==> config.mk <==
export PLATFORM = sky130hd
export DESIGN_NAME = spike_frame_buffer
export DESIGN_NICKNAME = d
export VERILOG_FILES = /design/src/rtl/snn_pkg.sv /design/src/rtl/spike_fifo_mem.sv /design/src/rtl/spike_frame_buffer.sv
export SDC_FILE = /design/constraint.sdc
export NUM_CORES = 1
export LEC_CHECK = 0
export CAP_MARGIN = 20
export CORE_MARGIN = 2
export CORE_UTILIZATION = 53
export DETAILED_ROUTE_END_ITERATION = 6
export GPL_ROUTABILITY_DRIVEN = 1
export PLACE_DENSITY_LB_ADDON = 0.12
export SLEW_MARGIN = 5
export SYNTH_ARGS = -nofsm -noshare
export SYNTH_HDL_FRONTEND = slang
export SYNTH_HIERARCHICAL = 1
export SYNTH_SLANG_ARGS = --single-unit
==> constraint.sdc <==
create_clock -name clk -period 4.4 [get_ports clk]
set_input_delay 0.88 -clock clk [delete_from_list [all_inputs] [get_ports clk]]
set_output_delay 0.88 -clock clk [all_outputs]
set_load 0.01 [all_outputs]
==> src/rtl/snn_pkg.sv <==
// Shared definitions for the fan-in source controller datapath.
package snn_pkg;

  localparam int unsigned ADDR_WIDTH = 14;

  typedef logic [ADDR_WIDTH-1:0] spike_addr_t;

  // Frame-buffer control states, 2-bit encoding
  typedef enum logic [1:0] {
    S_COLLECT   = 2'd0,
    S_LAUNCH    = 2'd1,
    S_WAIT_DONE = 2'd2
  } frame_state_t;

endpackage

==> src/rtl/spike_fifo_mem.sv <==
// Storage array for the spike frame buffer: registered write, asynchronous read.
module spike_fifo_mem
  import snn_pkg::*;
#(
  parameter int unsigned ADDR_WIDTH = snn_pkg::ADDR_WIDTH,
  parameter int unsigned DEPTH_LOG2 = 6
) (
  input  logic                  clk,
  input  logic                  wr_en,
  input  logic [DEPTH_LOG2-1:0] wr_addr,
  input  logic [ADDR_WIDTH-1:0] wr_data,
  input  logic [DEPTH_LOG2-1:0] rd_addr,
  output logic [ADDR_WIDTH-1:0] rd_data
);

  localparam int unsigned DEPTH = 2 ** DEPTH_LOG2;

  logic [ADDR_WIDTH-1:0] mem [DEPTH];

  // Store an accepted event at the write slot
  always_ff @(posedge clk) begin
    if (wr_en) begin
      mem[wr_addr] <= wr_data;
    end
  end

  assign rd_data = mem[rd_addr];

endmodule

==> src/rtl/spike_frame_buffer.sv <==
// Circular FWFT spike buffer that exposes only the most recently closed frame
// to the controller; events arriving during processing wait for the next frame.
module spike_frame_buffer
  import snn_pkg::*;
#(
  parameter int unsigned ADDR_WIDTH     = snn_pkg::ADDR_WIDTH,
  parameter int unsigned DEPTH_LOG2     = 6,
  parameter int unsigned DROP_CTR_WIDTH = 16
) (
  input  logic                      clk,
  input  logic                      rst,
  input  logic                      i_aer_valid,
  input  logic [ADDR_WIDTH-1:0]     i_aer_addr,
  output logic                      o_aer_ready,
  input  logic                      i_timestep_tick,
  output logic                      o_start_processing,
  input  logic                      i_processing_done,
  input  logic                      i_spike_fifo_rden,
  output logic [ADDR_WIDTH-1:0]     o_spike_fifo_rdata,
  output logic                      o_spike_fifo_empty,
  output logic [DROP_CTR_WIDTH-1:0] o_drop_count,
  output logic                      o_tick_overrun
);

  localparam int unsigned DEPTH = 2 ** DEPTH_LOG2;
  localparam int unsigned PW    = DEPTH_LOG2 + 1;

  frame_state_t state, state_next;

  logic [PW-1:0] wr_ptr, rd_ptr, frame_rem, occ;
  logic          full, empty, wr_en, rd_en, abort, close_frame, overrun_set;

  assign occ   = wr_ptr - rd_ptr;
  assign full  = (occ == PW'(DEPTH));
  assign empty = (frame_rem == '0);
  assign wr_en = i_aer_valid && !full;
  assign rd_en = i_spike_fifo_rden && !empty;
  // An abort skips the read pointer past the leftovers, absorbing any same-cycle pop
  assign abort = (state == S_WAIT_DONE) && i_processing_done && !empty;

  assign o_aer_ready        = !full;
  assign o_spike_fifo_empty = empty;
  assign o_start_processing = (state == S_LAUNCH);

  // Next-state logic: close frames on tick, flag ticks that arrive mid-frame
  always_comb begin
    state_next  = state;
    close_frame = 1'b0;
    overrun_set = 1'b0;
    case (state)
      S_COLLECT: begin
        if (i_timestep_tick) begin
          close_frame = 1'b1;
          state_next  = S_LAUNCH;
        end
      end
      S_LAUNCH: begin
        overrun_set = i_timestep_tick;
        state_next  = S_WAIT_DONE;
      end
      S_WAIT_DONE: begin
        overrun_set = i_timestep_tick;
        if (i_processing_done) begin
          state_next = S_COLLECT;
        end
      end
      default: state_next = S_COLLECT;
    endcase
  end

  // State register
  always_ff @(posedge clk) begin
    if (rst) begin
      state <= S_COLLECT;
    end else begin
      state <= state_next;
    end
  end

  // Pointer and closed-frame bookkeeping
  always_ff @(posedge clk) begin
    if (rst) begin
      wr_ptr    <= '0;
      rd_ptr    <= '0;
      frame_rem <= '0;
    end else begin
      if (wr_en) begin
        wr_ptr <= wr_ptr + PW'(1);
      end
      if (abort) begin
        rd_ptr    <= rd_ptr + frame_rem;
        frame_rem <= '0;
      end else if (close_frame) begin
        frame_rem <= occ;
      end else if (rd_en) begin
        rd_ptr    <= rd_ptr + PW'(1);
        frame_rem <= frame_rem - PW'(1);
      end
    end
  end

  // Saturating count of events lost to a full buffer
  always_ff @(posedge clk) begin
    if (rst) begin
      o_drop_count <= '0;
    end else if (i_aer_valid && full && (o_drop_count != '1)) begin
      o_drop_count <= o_drop_count + DROP_CTR_WIDTH'(1);
    end
  end

  // Sticky overrun flag
  always_ff @(posedge clk) begin
    if (rst) begin
      o_tick_overrun <= 1'b0;
    end else if (overrun_set) begin
      o_tick_overrun <= 1'b1;
    end
  end

  spike_fifo_mem #(
    .ADDR_WIDTH (ADDR_WIDTH),
    .DEPTH_LOG2 (DEPTH_LOG2)
  ) u_mem (
    .clk     (clk),
    .wr_en   (wr_en),
    .wr_addr (wr_ptr[DEPTH_LOG2-1:0]),
    .wr_data (i_aer_addr),
    .rd_addr (rd_ptr[DEPTH_LOG2-1:0]),
    .rd_data (o_spike_fifo_rdata)
  );

endmodule

==> results.toml <==
[status]
status = "finished, final reports clean"

[clock_network]
cts_made_buffers = 95
clk_pin_slew_ns = 0.06
cts_root_buf = "clkbuf_16"
clk_path_buf_depth = 3
insertion_delay_ns = 0.64
cts_tree = "yes"
clkSinkCount = 936
h-tree-depth = 3

[global_routing]
grt_max_degree = 87
grtUsageTotal_pct = 25.1
grt-ovfl-total = 0
antenna_found_initial = 1
grt_pass1_wl_um = 129000
grt_pass1_vias = 19100

[setup_path]
cp.required_ns = 3.52
path_max_fanout = 14
crit_type = "reg -> out"
worstPathArrival_ns = 3.42
r2r_slack_ns = 0.30
r2r-end = "u_mem/mem[20][2]"
regToRegStartpoint = "rd_ptr[0]"
crit_top_cell = "buf_12"
crit_family = "buffers and inverters"
cp_num_cells = 10
crit_path_end_kind = "output port"
cp_cell_sequence = "buf_12, buf_16, buf_12, mux4_2, o21ai_0, a31oi_1, o21ai_1, buf_4, o31ai_1, clkdlybuf4s50_1"
critical_path_buf_inv_count = 5
critical-path-max-stage-delay_ns = 0.54
start_kind = "flip-flop"
cp_slowest_cell = "mux4_2"
rr_worst_depth = 13

[yosys]
synth_cell_types = 62
synth_warnings = 6
syn_inst = 1870
synth_xor_xnor_area_share_pct = 0.447
yosysSeqAreaShare_pct = 74.5
synthAdderAreaFrac_pct = 0.746
synth_flop_cell = "edfxtp_1"
ys_ff_latch = 936
synthArstFlopShare_pct = 0
mappedNetlistNets = 1911
yosys.area_share.simple_pct = 4.06
avgSynthCellArea_sq_um = 19.9
synth_compound_area_share_pct = 3.29
synth_mux_area_share_pct = 15.2
synth_edf_count = 896
netlist_area_sq_um = 37200
synth_top_family_by_area = "multiplexers"

[timing]
slew-limit-headroom_pct = 26.1
drv_slew = 0
period_share_pct = 97.6
hold_viol_final = 0
setup_viol = 0
fin_tns_setup_ns = 0
skew_ns = 0.0218
period_needed_ns = 4.30
fmax_ghz = 0.233
worst_pin_slew_ns = 1.10

[floorplanning]
design.die.area_sq_um = 72300
core-area_sq_um = 69800
io_pins = 54
die_h_um = 269
die_w_um = 269
start_util_pct = 53.3
num_rows = 97

[layout]
multi_input_area_sq_um = 8930
utilization_pct = 62.0
antenna_cells = 0
syn2layout_area_growth_pct = 16.4
drive_above_1_share_pct = 28.9
seqCellArea_sq_um = 27700
nets = 2153
fillers = 4895

[power]
p_per_area_nw_per_um2 = 523
max-vdd-ir-drop_mv = 0.397
p_leak_uw = 0.0137
power_uw = 22600

[placed_design]
io_buffers = 53
routabilityCongestion = 0.865
hpwlAfterDp_um = 54800

[routing]
wl_per_cell_um = 28.6
vias = 19200
drtIter0Drc = 1922
routed_wl_um = 89400
firstDrtPassIters = 5
route.detailed.drc = 0
avgViaCountPerCell = 6.12
ant_nets = 0

[worst_hold_path]
min_to = "o_tick_overrun"
min_path_type = "reg -> reg"
hold_depth = 2
hp-start = "o_tick_overrun"

[flow_run]
max_cap_violations = 0
registers in the layout, summed over array words and instances, names as in the netlist:
signal	flops
frame_rem	7
o_tick_overrun	1
u_mem/mem	896
rd_ptr	7
o_drop_count	16
state	2
wr_ptr	7
layout make-up:
class,instances,area share (%)
Timing Repair Buffer,245,5.26
Clock buffer,115,5.76
Inverter,22,0.191
Tap cell,940,2.72
Multi-Input combinational cell,812,20.6
Sequential cell,936,64.0
Clock inverter,60,1.42
worst max path at each step:
stage               startpoint                     to  slack, ns
finish               rd_ptr[0]  o_spike_fifo_rdata[2]       0.10
global placement     rd_ptr[0]  o_spike_fifo_rdata[0]       0.22
global route         rd_ptr[0]  o_spike_fifo_rdata[1]     -0.003
detailed placement   rd_ptr[0]       u_mem/mem[20][2]       0.25
CTS                  rd_ptr[0]            o_aer_ready      0.005
floorplan            wr_ptr[0]       u_mem/mem[48][0]       0.31
worst register-to-register path, cell delays in order (launching register included):
cell     delay, ns
dfxtp_4       0.43
buf_6         0.17
ha_1          0.19
fa_2          0.26
nor2b_4       0.06
o31a_4        0.28
a31o_1        0.25
o31ai_4       0.33
o21ai_0       0.19
inv_1         0.18
nor2b_1       0.28
nand2_1       0.54
nor2_1        0.43
buf_4         0.22
cell families (layout without fill, tap and decap cells):
logic type	after synthesis	count (layout)
muxes	283	283
buffers and inverters	122	442
adders and majority gates	21	21
DFF	936	936
and+or+nand+nor	312	312
xor gates and xnor gates	19	19
AOI/OAI and AO/OA	177	177
Yosys cell counts (4+ instances only):
cell type | count | area share [%]
and3_1 | 8 | 0.13
mux4_2 | 224 | 14
o221ai_1 | 17 | 0.40
o31ai_1 | 12 | 0.24
mux2i_1 | 31 | 0.83
ha_1 | 19 | 0.64
xnor2_1 | 12 | 0.28
a311oi_1 | 8 | 0.19
buf_1 | 5 | 0.050
o211ai_1 | 5 | 0.10
a21oi_1 | 29 | 0.39
nand3_1 | 18 | 0.24
nor2_1 | 130 | 1.3
clkbuf_1 | 37 | 0.37
mux2_2 | 28 | 0.85
nand2b_1 | 26 | 0.44
inv_1 | 21 | 0.21
nor2b_1 | 27 | 0.45
nor3_1 | 14 | 0.19
a21o_1 | 4 | 0.081
o21ai_0 | 29 | 0.39
a211oi_1 | 27 | 0.54
xor2_1 | 7 | 0.16
o22ai_1 | 14 | 0.24
nand2_1 | 46 | 0.46
edfxtp_1 | 896 | 72
buf_6 | 14 | 0.42
dfxtp_1 | 40 | 2.2
nor4_1 | 6 | 0.10
buf_4 | 15 | 0.30
or3_1 | 6 | 0.10
nand4_1 | 13 | 0.22
buf_2 | 29 | 0.39
a31oi_1 | 10 | 0.17
where the power goes:
part / switching [uW] / leakage, uW / internal [uW]
Sequential: 92.0 / 0.00839 / 9870
Clock: 3310 / 0.00152 / 4740
Combinational: 2360 / 0.00378 / 2270
cells in the final DEF (no fill, tap or decap), types with 5 or more instances in the layout:
master and count:
edfxtp_1 896, mux4_2 224, buf_4 164, nor2_1 129, clkbuf_16 100, nand2_1 46, clkdlybuf4s50_1 37, dfxtp_1 34
mux2i_1 30, mux2_2 28, a21oi_1 27, nor2b_1 26, o21ai_0 25, nand2b_1 24, a211oi_1 23, inv_1 21
clkinv_1 20, ha_1 19, clkinv_2 19, nand3_1 18, clkbuf_1 18, buf_12 18, o221ai_1 15, o22ai_1 14
buf_2 14, nand4_1 13, nor3_1 12, xnor2_1 12, o31ai_1 12, bufinv_16 12, a31oi_1 10, and3_1 8
a311oi_1 8, xor2_1 6, or3_1 6, nor4_1 6, o21ai_1 6, o211ai_1 5, a211oi_2 5
stage by stage:
stage	instances	setup slack [ns]	hold WS, ns	area, sq um
after floorplan	1870	0.305	0.470	37200
after global placement	2932	0.217	0.455	39800
after detailed placement	2933	0.252	0.462	39800
after CTS	3113	0.00500	0.488	43000
after global routing	3130	-0.00325	0.547	43300
final	3130	0.105	0.477	43300
per-layer routing:
metal | global-route usage (%) | part of all wire (%)
met3 | 4.47 | 7.6
met5 | 0 | 0
met4 | 8.02 | 2.7
met1 | 37.1 | 43
met2 | 38.4 | 47
what timing repair did:
| action | CTS | global route |
|---|---|---|
| resized for setup | 14 | 16 |
| endpoints found under the setup margin | 15 | 11 |
| gates cloned | 0 | 3 |
| hold buffers | 0 | 0 |
| setup buffers | 6 | 12 |
| pin swaps | 0 | 1 |
Power figures use the tool's default switching activity.
